**src/rtl/word_flag_unit_pkg.sv**
```systemverilog
// ---------------------------------------------------------------------------
// word_flag_unit_pkg
// Shared types and constants for the byte-serial ALU status stage.
//   BYTE_W  : datapath byte width
//   state_e : controller states (ACCUM collects bytes, DONE holds a result)
//   flags_t : registered status flag bundle presented downstream
// ---------------------------------------------------------------------------
package word_flag_unit_pkg;

  localparam int unsigned BYTE_W = 8;

  typedef enum logic {
    ACCUM = 1'b0,
    DONE  = 1'b1
  } state_e;

  typedef struct packed {
    logic zr;  // whole word is zero
    logic ng;  // word MSB
  } flags_t;

endpackage : word_flag_unit_pkg

```
**src/rtl/word_flag_unit_or8way.sv**
```systemverilog
// ---------------------------------------------------------------------------
// or8way
// Eight-input OR reduction: flags whether any bit of a byte is set.
// Ports:
//   byte_i : input byte
//   any_c  : combinational OR of all bits of byte_i
// ---------------------------------------------------------------------------
module or8way
  import word_flag_unit_pkg::*;
(
  input  logic [BYTE_W-1:0] byte_i,
  output logic              any_c
);

  assign any_c = |byte_i;

endmodule : or8way

```
**src/rtl/word_flag_unit.sv**
```systemverilog
// ---------------------------------------------------------------------------
// word_flag_unit
// Byte-serial ALU status stage. Collects the NBYTES bytes of a word (LSB
// byte first) over a valid/ready stream, reduces each byte to a nonzero bit,
// and presents registered zero/negative flags plus the per-byte nonzero mask
// over a second valid/ready handshake. Input and output do not overlap, so a
// word costs NBYTES+1 cycles at full rate.
// Ports:
//   clk, rst_n : clock (rising edge), asynchronous active-low reset
//   in_valid   : in_byte carries a valid byte
//   in_ready   : byte is accepted this cycle (combinational)
//   in_byte    : data byte, byte 0 first
//   abort      : discard any partially collected word (ignored in DONE)
//   out_valid  : zr/ng/nz_mask carry a completed word's flags
//   out_ready  : downstream accepts the flags
//   zr         : every bit of the word is zero
//   ng         : bit 7 of the final byte
//   nz_mask    : bit i is the OR of all bits of byte i
// ---------------------------------------------------------------------------
module word_flag_unit
  import word_flag_unit_pkg::*;
#(
  parameter int unsigned NBYTES = 2
) (
  input  logic                clk,
  input  logic                rst_n,
  input  logic                in_valid,
  output logic                in_ready,
  input  logic [BYTE_W-1:0]   in_byte,
  input  logic                abort,
  output logic                out_valid,
  input  logic                out_ready,
  output logic                zr,
  output logic                ng,
  output logic [NBYTES-1:0]   nz_mask
);

  localparam int unsigned CNT_W = $clog2(NBYTES + 1);

  state_e              state_q, state_d;
  logic [CNT_W-1:0]    cnt_q, cnt_d;
  logic [NBYTES-1:0]   nz_acc_q, nz_acc_d;
  logic                out_valid_q, out_valid_d;
  flags_t              flags_q, flags_d;
  logic [NBYTES-1:0]   nz_mask_q, nz_mask_d;

  logic                byte_nz_c;
  logic                in_ready_c;
  logic                last_byte_c;
  logic [NBYTES-1:0]   acc_new_c;

  // Per-byte any-bit-set reduction of the incoming byte.
  or8way u_or8way (
    .byte_i (in_byte),
    .any_c  (byte_nz_c)
  );

  assign last_byte_c = (cnt_q == CNT_W'(NBYTES - 1));

  // Accumulator with the current byte's nonzero bit merged at position cnt_q.
  always_comb begin
    acc_new_c = nz_acc_q;
    for (int i = 0; i < int'(NBYTES); i++) begin
      if (cnt_q == CNT_W'(i)) begin
        acc_new_c[i] = byte_nz_c;
      end
    end
  end

  // Next-state, counter, accumulator and output-register logic.
  always_comb begin
    state_d     = state_q;
    cnt_d       = cnt_q;
    nz_acc_d    = nz_acc_q;
    out_valid_d = out_valid_q;
    flags_d     = flags_q;
    nz_mask_d   = nz_mask_q;
    in_ready_c  = 1'b0;

    case (state_q)
      ACCUM: begin
        // abort masks ready so a byte presented alongside it is never taken.
        in_ready_c = ~abort;
        if (abort) begin
          cnt_d    = '0;
          nz_acc_d = '0;
        end else if (in_valid) begin
          if (last_byte_c) begin
            flags_d.zr  = ~|acc_new_c;
            flags_d.ng  = in_byte[BYTE_W-1];
            nz_mask_d   = acc_new_c;
            out_valid_d = 1'b1;
            state_d     = DONE;
            cnt_d       = '0;
            nz_acc_d    = '0;
          end else begin
            cnt_d    = cnt_q + CNT_W'(1);
            nz_acc_d = acc_new_c;
          end
        end
      end

      DONE: begin
        // Result is held until consumed; abort has no effect here.
        if (out_ready) begin
          out_valid_d = 1'b0;
          state_d     = ACCUM;
        end
      end

      default: begin
        state_d = ACCUM;
      end
    endcase
  end

  // State and datapath registers.
  always_ff @(posedge clk or negedge rst_n) begin
    if (!rst_n) begin
      state_q     <= ACCUM;
      cnt_q       <= '0;
      nz_acc_q    <= '0;
      out_valid_q <= 1'b0;
      flags_q     <= '0;
      nz_mask_q   <= '0;
    end else begin
      state_q     <= state_d;
      cnt_q       <= cnt_d;
      nz_acc_q    <= nz_acc_d;
      out_valid_q <= out_valid_d;
      flags_q     <= flags_d;
      nz_mask_q   <= nz_mask_d;
    end
  end

  assign in_ready  = in_ready_c;
  assign out_valid = out_valid_q;
  assign zr        = flags_q.zr;
  assign ng        = flags_q.ng;
  assign nz_mask   = nz_mask_q;

endmodule : word_flag_unit

```
**config.mk**
```make
export PLATFORM = sky130hd
export DESIGN_NAME = word_flag_unit
export DESIGN_NICKNAME = d
export VERILOG_FILES = /design/src/rtl/word_flag_unit_pkg.sv /design/src/rtl/word_flag_unit_or8way.sv /design/src/rtl/word_flag_unit.sv
export SDC_FILE = /design/constraint.sdc
export NUM_CORES = 1
export LEC_CHECK = 0
export ABC_CLOCK_PERIOD_IN_PS = 1250
export CAP_MARGIN = 20
export CORE_AREA = 3 3 40 42
export DETAILED_ROUTE_END_ITERATION = 12
export DIE_AREA = 0 0 43 45
export GPL_TIMING_DRIVEN = 0
export PLACE_DENSITY = 0.64
export SYNTH_ARGS = -nofsm -noshare
export SYNTH_HDL_FRONTEND = slang
export SYNTH_SLANG_ARGS = --single-unit
```
**constraint.sdc**
```tcl
create_clock -name clk -period 1.25 [get_ports clk]
set_clock_uncertainty 0.05 [all_clocks]
set_input_delay 0.25 -clock clk [delete_from_list [all_inputs] [get_ports clk]]
set_output_delay 0.25 -clock clk [all_outputs]
set_load 0.02 [all_outputs]
```
==> impl_metrics.json, run 1 <==
{
  "ant_nets": 0,
  "antenna_cells": 0,
  "clk_latency_ns": 0.27,
  "drt_first_iter_violations": 2,
  "synth.yosys.seq_area_share": 0.5505,
  "netlist-cell-type-count": 16,
  "die_h_um": 45,
  "synth_compound_area_frac": 0.1346,
  "wl_um": 983,
  "grt.overflow.total": 0,
  "synthCells": 32,
  "layout_commonest_cell": "dfrtp_1",
  "numCtsBuffers": 3,
  "die_x_um": 43,
  "antenna_found_initial": 0,
  "grt_pass1_vias": 336,
  "ios": 19,
  "r2r_end": "nz_mask[0]",
  "via_per_inst": 4.680,
  "post-route-period-util": 0.9799,
  "path_cells": "and2b_4 > nand3_4 > mux2_4",
  "rsz0062_at_grt": "yes",
  "cts_root_buffer": "clkbuf_4",
  "r2r-start": "cnt_q[1]",
  "drive_gt1_frac": 0.4000,
  "start_util": 0.3184,
  "syn-cell-area_um2": 409.1,
  "max_freq_mhz": 816.4,
  "hold_path_class": "primary input to async pin",
  "critPathMaxFanout": 5,
  "drc": 0,
  "setup_viol": 0,
  "hold_viol_final": 0,
  "finalWorstSetupSlack_ns": 0.02516,
  "grt_use_total": 0.1136,
  "tightest_slew_ns": 0.4195,
  "grt_max_degree": 10,
  "dp_slack_ns": -0.6220,
  "synth_nets": 45,
  "crit_required_ns": 1.35,
  "maxCapViolations": 0,
  "relSlewSlack": 0.7195,
  "start_kind": "flip-flop",
  "status": "complete, no violations",
  "critical_path_class": "flip-flop to flip-flop",
  "vias": 351,
  "period_needed_ns": 1.225,
  "endpoint_kind": "flip-flop",
  "placeableCoreArea_um2": 1285,
  "ys_warn_count": 0,
  "arrival_ns": 1.33,
  "numPortBuffers": 18,
  "synthAdderAreaFrac": 0,
  "cts.sinks": 9,
  "std_cell_rows": 13,
  "clkTransAtPathRegs_ns": 0.06,
  "place_congestion": 0.7292,
  "die_area_um2": 1935,
  "syn_avg_cell_area_um2": 12.79,
  "p_leak_nw": 0.3202,
  "htreeDepth": 1,
  "final_max_slew_viol_count": 0,
  "synthMuxAreaShare": 0.1101,
  "final_cell_mix": "8 x dfrtp_1, 6 x clkdlybuf4s50_1, 5 x buf_4",
  "area_delta_synth_final_pct": 67.58,
  "setup_tns_ns": 0,
  "cts_tree": "yes",
  "clock_path_buffers": 2,
  "cts_hold_buffers": 0,
  "yosys.area_share.simple": 0.1957,
  "synth_xor_area_frac": 0,
  "grt_pass1_wl_um": 1538,
  "synth-seq-cells": 9,
  "ir_worst_vdd_mv": 0.5196,
  "critical-path-slowest-cell": "dfrtp_1",
  "layout.nets": 74,
  "timing.reg2reg.setup_slack_ns": 0.03,
  "first_pass_iters": 3,
  "synth_top_family_by_area": "simple AND/OR/NAND/NOR gates",
  "critPathMaxStageDelay_ns": 0.37,
  "power_density_nw_per_um2": 1327,
  "wl_per_cell_um": 13.11,
  "r2r_cells": 3
}
## worst max path at each step
stage	startpoint	to	cells after the start
2_1_floorplan	state_q	ng	3
3_3_place_gp	abort	in_ready	3
3_5_place_dp	abort	in_ready	3
4_1_cts	state_q	in_ready	2
5_1_grt	in_byte[0]	nz_mask[1]	4
6_report	cnt_q[1]	nz_mask[0]	3
## through the flow
step / area (µm²) / power (mW) / hold WS (ns) / util / std cells
floorplan: 409.1 / 0.5369 / -0.09559 / - / 32
global placement: 608.1 / 0.6904 / 0.4146 / 0.4732 / 65
detailed placement: 608.1 / 0.6970 / 0.4147 / 0.4732 / 65
CTS: 675.6 / 0.9351 / 0.2268 / 0.5258 / 74
global route: 685.7 / 0.9681 / 0.2402 / 0.5336 / 75
finish: 685.7 / 0.9096 / 0.2319 / 0.5336 / 75
## layer usage
metal	vias up	wire [µm]	share of wire	GRT usage
li1	175	-	-	-
met1	163	408	0.42	0.1318
met2	11	485	0.49	0.1737
met3	2	69	0.070	0.04781
met4	0	20	0.020	0.07229
met5	-	0	0	0
## timing repair
action / in CTS / in global routing
pin swaps: 2 / 5
buffers inserted: 5 / 1
endpoints found under the setup margin: 10 / 8
resized for setup: 24 / 8
## synth_stat cells
cell | n | share of area
nor4_1 | 2 | 0.031
nand4b_1 | 1 | 0.021
a22o_1 | 1 | 0.021
nor2_4 | 1 | 0.028
o2bb2ai_1 | 1 | 0.021
nand2_1 | 4 | 0.037
dfrtp_1 | 9 | 0.55
nor3_1 | 1 | 0.012
a21oi_1 | 1 | 0.012
inv_1 | 1 | 0.0092
nand3_4 | 1 | 0.043
mux2_4 | 3 | 0.11
a32o_1 | 1 | 0.024
o21ai_0 | 3 | 0.037
o21a_1 | 1 | 0.018
and2b_4 | 1 | 0.024
## sequential cells by signal, summed over array words and instances (netlist names)
register / count
ng: 1
cnt_q: 2
nz_acc_q: 1
nz_mask: 2
state_q: 1
out_valid: 1
zr: 1
## power by group
| part | internal (mW) | switching, mW |
|---|---|---|
| combinational | 0.158 | 0.135 |
| sequential | 0.348 | 0.0377 |
| clock | 0.123 | 0.107 |
## logic make-up after synthesis
kind of cell	count (synthesis)
and+or+nand+nor	11
DFF	9
AOI/OAI and AO/OA	8
muxes	3
buffers and inverters	1
## area by class of cell
cell class	instances	area (µm²)
Fill cell	131	599.3
Sequential cell	9	226.5
Timing Repair Buffer	24	217.7
Multi-Input combinational cell	22	192.7
Clock buffer	4	26.28
Tap cell	15	18.77
Inverter	1	3.754
## critical path: cells and delay by family (launching register included)
kind             cells  cell delay, ns
multiplexers         1            0.32
AND/OR/NAND/NOR      2            0.38
flip-flops           1            0.37
Note: power is estimated with default switching activity, not from simulation.
==> inputs of run 2 (changes only) <==
RECOVER_POWER = 100   (was default)
==> run 2 against run 1 <==
Against the previous run: non-clock buffer count did not move; critical path depth stayed put; count of clock-buffer cells in the layout unchanged; worst hold slack improved by 0.071 ns; register-to-register slack about the same; sequential cell count is the same; combinational power fell by 1%; routed wire length up 0.20%; worst setup slack is essentially flat; critical path type unchanged.
==> impl_metrics.json, run 2 (synthesis gave the netlist of run 1 again) <==
{
  "register_area_um2": 226.5,
  "relSlewSlack": 0.7160,
  "wl_per_cell_um": 13.13,
  "antenna_found_initial": 0,
  "crit_required_ns": 1.35,
  "cts_root_buffer": "clkbuf_4",
  "p_switching_mw": 0.2808,
  "place_area_um2": 608.1,
  "multi_input_area_um2": 192.7,
  "start_util": 0.3184,
  "post-route-period-util": 0.9799,
  "wl_um": 985,
  "clk_latency_ns": 0.27,
  "critical_path_class": "flip-flop to flip-flop",
  "critPathMaxFanout": 5,
  "place_congestion": 0.7292,
  "drt_first_iter_violations": 2,
  "std_cell_rows": 13,
  "die_area_um2": 1935,
  "antenna_cells": 0,
  "clkTransAtPathRegs_ns": 0.06,
  "vias": 351,
  "max_freq_mhz": 816.4,
  "grt_max_degree": 10,
  "period_needed_ns": 1.225,
  "grt.overflow.total": 0,
  "tightest_slew_ns": 0.4246,
  "final_cell_mix": "8 x dfrtp_1, 5 x clkdlybuf4s50_1, 5 x buf_4",
  "drive_gt1_frac": 0.3667,
  "grt_pass1_wl_um": 1538,
  "clock_path_buffers": 2,
  "endpoint_kind": "flip-flop",
  "maxCapViolations": 0,
  "die_x_um": 43,
  "cts_tree": "yes",
  "design_area_um2": 683.2,
  "drc": 0,
  "dp.cells": 65,
  "layout.nets": 74,
  "placeableCoreArea_um2": 1285,
  "via_per_inst": 4.680,
  "comb_power_share": 0.320,
  "cts_hold_buffers": 0,
  "start_kind": "flip-flop",
  "ios": 19,
  "rsz0062_at_grt": "yes",
  "status": "complete, no violations",
  "area_delta_synth_final_pct": 66.97,
  "fin_cells": 75,
  "p_seq_frac": 0.426,
  "grt_use_total": 0.1136,
  "ant_nets": 0,
  "numCtsBuffers": 3,
  "ir_worst_vdd_mv": 0.5195,
  "p_leak_nw": 0.3153,
  "power_density_nw_per_um2": 1326,
  "power.internal_mw": 0.6250,
  "hold_path_class": "primary input to async pin",
  "grt_pass1_vias": 336,
  "numPortBuffers": 18,
  "hold_viol_final": 0,
  "layout_commonest_cell": "dfrtp_1",
  "arrival_ns": 1.33,
  "first_pass_iters": 3,
  "cts.sinks": 9,
  "die_h_um": 45,
  "power.clock.fraction": 0.254,
  "htreeDepth": 1,
  "setup_viol": 0,
  "swShare": 0.3100,
  "final_max_slew_viol_count": 0,
  "fillers": 133
}
## run 2: per-stage QoR
stage | power (mW) | utilization | setup TNS [ns] | setup slack, ns | hold WS (ns)
6_report | 0.9058 | 0.5316 | 0 | 0.02516 | 0.3025
5_1_grt | 0.9646 | 0.5316 | -0.05278 | -0.02385 | 0.3103
4_1_cts | 0.9351 | 0.5258 | -0.007672 | -0.007672 | 0.2268
3_5_place_dp | 0.6970 | 0.4732 | -2.410 | -0.6220 | 0.4147
3_3_place_gp | 0.6904 | 0.4732 | -2.309 | -0.6233 | 0.4146
2_1_floorplan | 0.5369 | - | 0 | 0.02180 | -0.09559
## run 2: layer usage
| metal | vias to the layer above | track usage | wire [µm] |
|---|---|---|---|
| met2 | 11 | 0.1737 | 485 |
| met3 | 2 | 0.04781 | 68 |
| met5 | - | 0 | 0 |
| met1 | 163 | 0.1318 | 411 |
| li1 | 175 | - | - |
| met4 | 0 | 0.07229 | 20 |
## run 2: power by group through the flow
stage / sequential (mW) / combinational, mW / clock (mW)
detailed placement: 0.394 / 0.303 / 0
CTS: 0.388 / 0.302 / 0.246
global route: 0.397 / 0.310 / 0.257
finish: 0.386 / 0.290 / 0.230
global placement: 0.390 / 0.300 / 0
floorplan: 0.443 / 0.0938 / 0
## run 2: worst max-delay path, cell delays in order, from the launching register on
cell and delay, ns:
dfrtp_1 0.37, and2b_4 0.27, nand3_4 0.11, mux2_4 0.32
## run 2: timing repair
action                                 CTS  global route
pin swaps                                2             5
endpoints found under the hold margin    0             0
resized for setup                       24             8
setup endpoints to repair               10             8
buffers inserted                         5             1
## run 2: path summary, 6_finish.rpt
| check | slack [ns] | end | start | depth (start not counted) |
|---|---|---|---|---|
| setup / recovery | 0.03 | nz_mask[0] | cnt_q[1] | 3 |
| hold / removal | 0.30 | nz_mask[0] | rst_n | 1 |
| setup reg to reg | 0.03 | nz_mask[0] | cnt_q[1] | 3 |
| hold reg to reg | 0.42 | out_valid | out_valid | 2 |
| max in group asynchronous | 0.52 | state_q | rst_n | 1 |
| min in group clk | 0.35 | cnt_q[0] | in_valid | 2 |
## run 2: cell type report
type / instances / share of cell area
sequential: 9 / 0.3315
timing repair buffer: 24 / 0.3150
multi-input combinational: 22 / 0.2821
clock buffer: 4 / 0.03846
tap: 15 / 0.02747
inverter: 1 / 0.005495
